===== config.mk =====
export PLATFORM = sky130hd
export DESIGN_NAME = ifetch_prefetch_queue
export DESIGN_NICKNAME = d
export VERILOG_FILES = /design/src/rtl/ifetch_prefetch_queue.sv
export SDC_FILE = /design/constraint.sdc
export NUM_CORES = 1
export LEC_CHECK = 0
export CELL_PAD_IN_SITES_DETAIL_PLACEMENT = 1
export CELL_PAD_IN_SITES_GLOBAL_PLACEMENT = 2
export CORE_ASPECT_RATIO = 1.1
export CORE_MARGIN = 4
export CORE_UTILIZATION = 39
export CTS_CLUSTER_DIAMETER = 200
export DETAILED_ROUTE_END_ITERATION = 6
export PLACE_DENSITY = 0.85
export SKIP_CTS_REPAIR_TIMING = 1
export SYNTH_ARGS = -nofsm -noshare
export SYNTH_HDL_FRONTEND = slang
export SYNTH_SLANG_ARGS = --single-unit

===== constraint.sdc =====
create_clock -name clk -period 3.55 [get_ports clk]
set_input_delay 0.71 -clock clk [delete_from_list [all_inputs] [get_ports clk]]
set_output_delay 0.71 -clock clk [all_outputs]
set_load 0.01 [all_outputs]

===== src/rtl/ifetch_prefetch_queue.sv =====
// Instruction fetch front end: issues sequential word fetches, buffers returned words with
// their PC+4 in an in-order queue and hands them to decode; redirects flush and restart.
module ifetch_prefetch_queue #(
    parameter int unsigned DEPTH    = 4,
    parameter logic [31:0] RESET_PC = 32'h0
) (
    input  logic        clk,
    input  logic        reset,
    output logic        mem_req_valid,
    output logic [31:0] mem_req_addr,
    input  logic        mem_req_ready,
    input  logic        mem_resp_valid,
    input  logic [31:0] mem_resp_data,
    input  logic        redirect_valid,
    input  logic [31:0] redirect_pc,
    output logic        instr_valid,
    output logic [31:0] instr,
    output logic [31:0] instr_pc_plus4,
    input  logic        instr_ready
);

    localparam int unsigned PW = (DEPTH > 1) ? $clog2(DEPTH) : 1;
    localparam int unsigned CW = PW + 1;

    logic [31:0]   fetch_pc_q, fetch_pc_d;
    logic [CW-1:0] count_q, count_d;
    logic [CW-1:0] inflight_q, inflight_d;
    logic [CW-1:0] drop_q, drop_d;
    logic [PW-1:0] rd_ptr_q, wr_ptr_q;
    logic [PW-1:0] af_rd_q, af_wr_q;

    logic [31:0] q_instr [DEPTH];
    logic [31:0] q_pc4   [DEPTH];
    logic [31:0] af_addr [DEPTH];

    logic [CW:0]  credit_sum;
    logic         req_fire, resp_fire, push, pop;
    logic [31:0]  redirect_target;

    assign redirect_target = redirect_pc & 32'hFFFF_FFFC;
    assign credit_sum      = {1'b0, count_q} + {1'b0, inflight_q};

    // Credits cover both buffered and in-flight words, so a response always has a slot.
    assign mem_req_valid = !reset && !redirect_valid && (credit_sum < (CW + 1)'(DEPTH));
    assign mem_req_addr  = fetch_pc_q;

    assign req_fire  = mem_req_valid && mem_req_ready;
    assign resp_fire = mem_resp_valid;
    assign push      = resp_fire && (drop_q == '0) && !redirect_valid;

    assign instr_valid    = (count_q != '0);
    assign pop            = instr_valid && instr_ready;
    assign instr          = q_instr[rd_ptr_q];
    assign instr_pc_plus4 = q_pc4[rd_ptr_q];

    always_comb begin
        fetch_pc_d = fetch_pc_q;
        count_d    = count_q;
        drop_d     = drop_q;
        inflight_d = inflight_q + CW'(req_fire) - CW'(resp_fire);
        if (redirect_valid) begin
            fetch_pc_d = redirect_target;
            count_d    = '0;
            // Everything still outstanding after this cycle belongs to the old path.
            drop_d     = inflight_q - CW'(resp_fire);
        end else begin
            if (req_fire) begin
                fetch_pc_d = fetch_pc_q + 32'd4;
            end
            count_d = count_q + CW'(push) - CW'(pop);
            if (resp_fire && (drop_q != '0)) begin
                drop_d = drop_q - CW'(1);
            end
        end
    end

    always_ff @(posedge clk) begin
        if (reset) begin
            fetch_pc_q <= RESET_PC;
            count_q    <= '0;
            inflight_q <= '0;
            drop_q     <= '0;
            rd_ptr_q   <= '0;
            wr_ptr_q   <= '0;
            af_rd_q    <= '0;
            af_wr_q    <= '0;
        end else begin
            fetch_pc_q <= fetch_pc_d;
            count_q    <= count_d;
            inflight_q <= inflight_d;
            drop_q     <= drop_d;
            // The address FIFO tracks every outstanding request, dropped or not.
            if (req_fire) begin
                af_wr_q <= af_wr_q + PW'(1);
            end
            if (resp_fire) begin
                af_rd_q <= af_rd_q + PW'(1);
            end
            if (redirect_valid) begin
                rd_ptr_q <= '0;
                wr_ptr_q <= '0;
            end else begin
                if (push) begin
                    wr_ptr_q <= wr_ptr_q + PW'(1);
                end
                if (pop) begin
                    rd_ptr_q <= rd_ptr_q + PW'(1);
                end
            end
        end
    end

    always_ff @(posedge clk) begin
        if (!reset && req_fire) begin
            af_addr[af_wr_q] <= fetch_pc_q;
        end
        if (!reset && push) begin
            q_instr[wr_ptr_q] <= mem_resp_data;
            q_pc4[wr_ptr_q]   <= af_addr[af_rd_q] + 32'd4;
        end
    end

    always_ff @(posedge clk) begin
        if (!reset) begin
            assert (!(push && !pop && (count_q == CW'(DEPTH))));
            assert (!(resp_fire && (inflight_q == '0)));
        end
    end

endmodule


* Word-level counts from Yosys, hierarchy flattened
Memory sizes are Yosys's and may differ from the RTL's. A register that Yosys moved wholly into a read port is not among the register bits.
Index checks and enable logic that the tools add are counted.
W data, S select, Z words.
** Storage, ports and cells
- Bits in registers :: 49
- Output and inout bits :: 98
- Bits of input ports :: 70
- Memory bits (writable) :: 384
- Memories :: 3
** Operators by class
- Order comparisons :: 1
- Reduce and logical (&&, ||, !) cells :: 17
- Add/subtract/negate cells :: 13
- Mux-type cells :: 14
** Memories
- af_addr :: depth 4, bits a word 32, read ports 1, clocked after memory_dff 1, wr ports 1, RTL line 34 : logic [31:0] af_addr [DEPTH];
- q_instr :: depth 4, bits a word 32, read ports 1, clocked after memory_dff 1, wr ports 1, RTL line 32 : logic [31:0] q_instr [DEPTH];
- q_pc4 :: depth 4, bits a word 32, read ports 1, clocked after memory_dff 1, wr ports 1, RTL line 33 : logic [31:0] q_pc4 [DEPTH];
** Operator list (number)
- $add A32 B3 Y32 const B :: 2
- $mux W32 :: 2
- $mux W2 :: 6
- $logic_and A1 B1 Y1 :: 9
- $sub A3 B1 Y3 :: 3
- $add A2 B1 Y2 const B :: 4
- $add A3 B1 Y3 :: 2
- $mux W3 :: 2
- $reduce_bool A3 Y1 :: 2
- $add A3 B3 Y4 :: 1
- $lt A4 B3 Y1 const B :: 1
- $mux W1 :: 4
- $reduce_bool A2 Y1 :: 2
- $logic_not A3 Y1 :: 1
- $sub A3 B1 Y3 const B :: 1
- $logic_not A1 Y1 :: 2
- $reduce_or A2 Y1 :: 1

* Logic depth before layout (Yosys ltp)
- Depth after elaboration :: 7
- Gate-level depth with buffers :: 12
- Depth with buffers taken out :: 10

* Least setup slack after synthesis
OpenSTA, ideal clock, no wires.
- Path type :: input to register
- From :: input reset
- To :: memory q_instr[0][0] (enable)
- Arrival time :: 2952 ps
- Data required time :: 3123 ps
- Path buffers :: 2
- Slack :: 171 ps
- Stages on the path :: 5
- Library setup time :: 427 ps
- Cells stage by stage :: clkbuf_1 -> or2_2 -> clkbuf_1 -> nor2_1 -> and2_1
** Between the ends
- Longest elaborated chain between the ends :: 4
** RTL lines
- start: declaration :: RTL line 8 : input logic reset,
- $logic_not A1 Y1
- $logic_and A1 B1 Y1 :: RTL line 117 : if (!reset && push) begin
- $mux W1 :: RTL line 117
- $mux W1 (implied by the code) :: RTL line 118 : q_instr[wr_ptr_q] <= mem_resp_data;
- end: declaration :: RTL line 32
Every way passes these cells.

==> impl_metrics.json <==
{
  "status": "complete, no violations",
  "cts_buffers": 43,
  "wirelength_um": 37400,
  "synth_edf_count": 368,
  "synth_cell_types": 52,
  "wl_per_cell_um": 21.7,
  "path_cells": "buf_12, mux4_2, clkdlybuf4s50_1",
  "fmax_mhz": 310,
  "cpPeakStageDelay_ns": 0.59,
  "slew_viol_final": 0,
  "drtIter0Drc": 396,
  "die_x_um": 206,
  "start_util": 0.396,
  "grtUsageTotal": 0.162,
  "grt_overflow_total": 0,
  "period_share": 0.908,
  "max_cap_viol_count": 0,
  "worstSkewPairLatency_ns": 0.55,
  "clk_pin_slew_ns": 0.06,
  "viasPerCell": 5.29,
  "synth-warning-count": 0,
  "ant_nets": 0,
  "drcViolationCount": 0,
  "rsz0062_at_grt": "false",
  "endpoint_kind": "primary output",
  "final_hold_viol_count": 0,
  "synth-seq-cells": 419,
  "worstMarginPinSlew_ns": 0.659,
  "grtUsageMet3": 0.0289,
  "dieArea_um2": 46400,
  "cp_slowest_cell": "dfxtp_4",
  "nFillCells": 3988,
  "synth_top_area_cell": "edfxtp_1",
  "grt-busiest-layer": "met2",
  "min_period_ns": 3.22,
  "arrival_ns": 2.51,
  "root_buffer": "clkbuf_16",
  "required_ns": 2.84,
  "num_vias": 9117,
  "avgSynthCellArea_um2": 18.1,
  "setup_viol": 0,
  "n_antenna_cell": 0,
  "cts.htree.levels": 2,
  "pin_count": 168,
  "grt_util_met2": 0.276,
  "syn_area_um2": 16800,
  "power.density_nw_per_um2": 535,
  "yosys-top-cells-count": "edfxtp_1 (368), mux4_2 (91), dfxtp_1 (51), nor2_1 (39)",
  "multi_input_area_um2": 4410,
  "slew_headroom": 0.556,
  "path_delay_family": "buffers and inverters",
  "vdd_drop_max_v": 0.000308,
  "clock_path_buffers": 3,
  "nets": 1214,
  "fin_skew_ns": 0.0147,
  "synth_top_area_share": 0.659,
  "rr_endpoint": "q_pc4[2][28]",
  "r2r_setup_slack_ns": 0.65,
  "core.rowCount": 79,
  "yosysMostFrequentCell": "edfxtp_1",
  "core_um2": 42400,
  "dpl.hpwl_um": 24300,
  "worst-path-buf-inv": 2,
  "syn_to_final_growth_pct": 23.1,
  "ys.flop_type": "edfxtp_1",
  "worstSetupPathType": "reg2out",
  "syn-instance-count": 926,
  "worst_setup_path_start_kind": "flip-flop",
  "seq_area_um2": 12100,
  "fin_setup_tns_ns": 0,
  "use_met1": 0.215,
  "die_y_um": 226,
  "synth.area.top_cells": "edfxtp_1 (66%), mux4_2 (12%), dfxtp_1 (6.1%)",
  "cts_tree": "done",
  "worstHoldEndpoint": "af_wr_q[1]",
  "hold_start": "af_wr_q[1]",
  "critPathMaxFanout": 26,
  "finalPower_mw": 11.0,
  "numClockSinks": 419,
  "gp_congestion": 0.729,
  "async_flop_share": 0,
  "hold_path_class": "reg2reg",
  "synth-seq-area-share": 0.720,
  "grt_pass1_wl_um": 58500,
  "reg2regPathDepth": 6,
  "power_leakage_nw": 6.56,
  "antenna_found_initial": 0,
  "grt_pass1_vias": 10003,
  "grt_start_max_net_pins": 63,
  "dr.pass1.iters": 4,
  "min_path_cells": 2,
  "io_buffers": 161,
  "drive_gt1_frac": 0.183
}
[per-layer routing]
metal | vias up | wire, um
li1 | 4091 | -
met1 | 4726 | 16100
met2 | 233 | 18400
met3 | 67 | 1930
met4 | 0 | 940
met5 | - | 0
[how the worst max path moves through the flow]
stage	endpoint	slack [ns]	depth (start not counted)
final	instr[6]	0.33	3
after global routing	instr[6]	0.17	3
after CTS	instr[28]	0.22	3
after detailed placement	count_q[2]	0.50	9
after global placement	count_q[2]	0.58	9
after floorplan	q_instr[0][0]	0.17	5
[power by group]
group	leakage (nW)	internal, mW	switching [mW]	total, mW
clock network	0.675	2.62	1.85	4.47
registers	3.76	5.53	0.117	5.64
logic	2.12	0.455	0.476	0.931
[worst min-delay path, delay by kind of cell, from the launching register on]
family,cells,cell delay [ns]
AO/OA/AOI/OAI,1,0.05
flip-flops,1,0.34
AND/OR/NAND/NOR,1,0.07
[sequential cells by signal (all words and copies together) (netlist names), 3 cells and up, named ones only]
name,flops
count_q,3
q_pc4,120
inflight_q,3
q_instr,128
mem_req_addr,30
drop_q,3
af_addr,120
[cell families (layout without fill, tap and decap cells)]
group           count (synthesis)  after routing  share of synthesized area
mux                            97             97                      0.126
simple gates                  190            190                     0.0632
xor+xnor                       45             45                     0.0235
other cells                     1              4                   0.000224
flops                         419            419                      0.720
fa+ha+maj                      22             22                     0.0173
compound gates                 82             82                     0.0317
buf+inv                        70            297                     0.0185
[per-stage QoR]
step / area [um^2] / instances / util / hold slack, ns / setup WS [ns]
after floorplan: 16800 / 929 / - / 0.469 / 0.171
after global placement: 19200 / 1644 / 0.454 / 0.484 / 0.578
after detailed placement: 19200 / 1644 / 0.454 / 0.502 / 0.502
after CTS: 20600 / 1723 / 0.487 / 0.512 / 0.221
after global routing: 20600 / 1723 / 0.487 / 0.547 / 0.171
final: 20600 / 1723 / 0.487 / 0.509 / 0.328
[placed cells by master, fill, tap and decap left out, drive strengths merged, types with 5 or more instances in the layout]
cell,Yosys,routed
nor4,8,8
nand3,26,26
mux4,91,91
edfxtp,368,368
o21ai,17,17
dfxtp,51,51
ha,20,20
xor2,10,10
and2,19,19
a31oi,15,15
clkbuf,23,57
nor2,41,41
clkdlybuf4s50,0,161
clkinv,0,14
or3,5,5
a211oi,7,7
nand4,23,23
and3,12,12
nand2,35,35
inv,24,25
nor3,9,9
a21oi,18,18
xnor2,35,35
buf,23,33
[cell type report]
type,count,area share
Clock buffer,57,0.0567
Multi-Input combinational cell,440,0.213
Sequential cell,419,0.585
Inverter,24,0.00436
Clock inverter,22,0.0113
Timing Repair Buffer,194,0.0949
Tap cell,567,0.0344
Note: power is estimated with default switching activity, not from simulation.
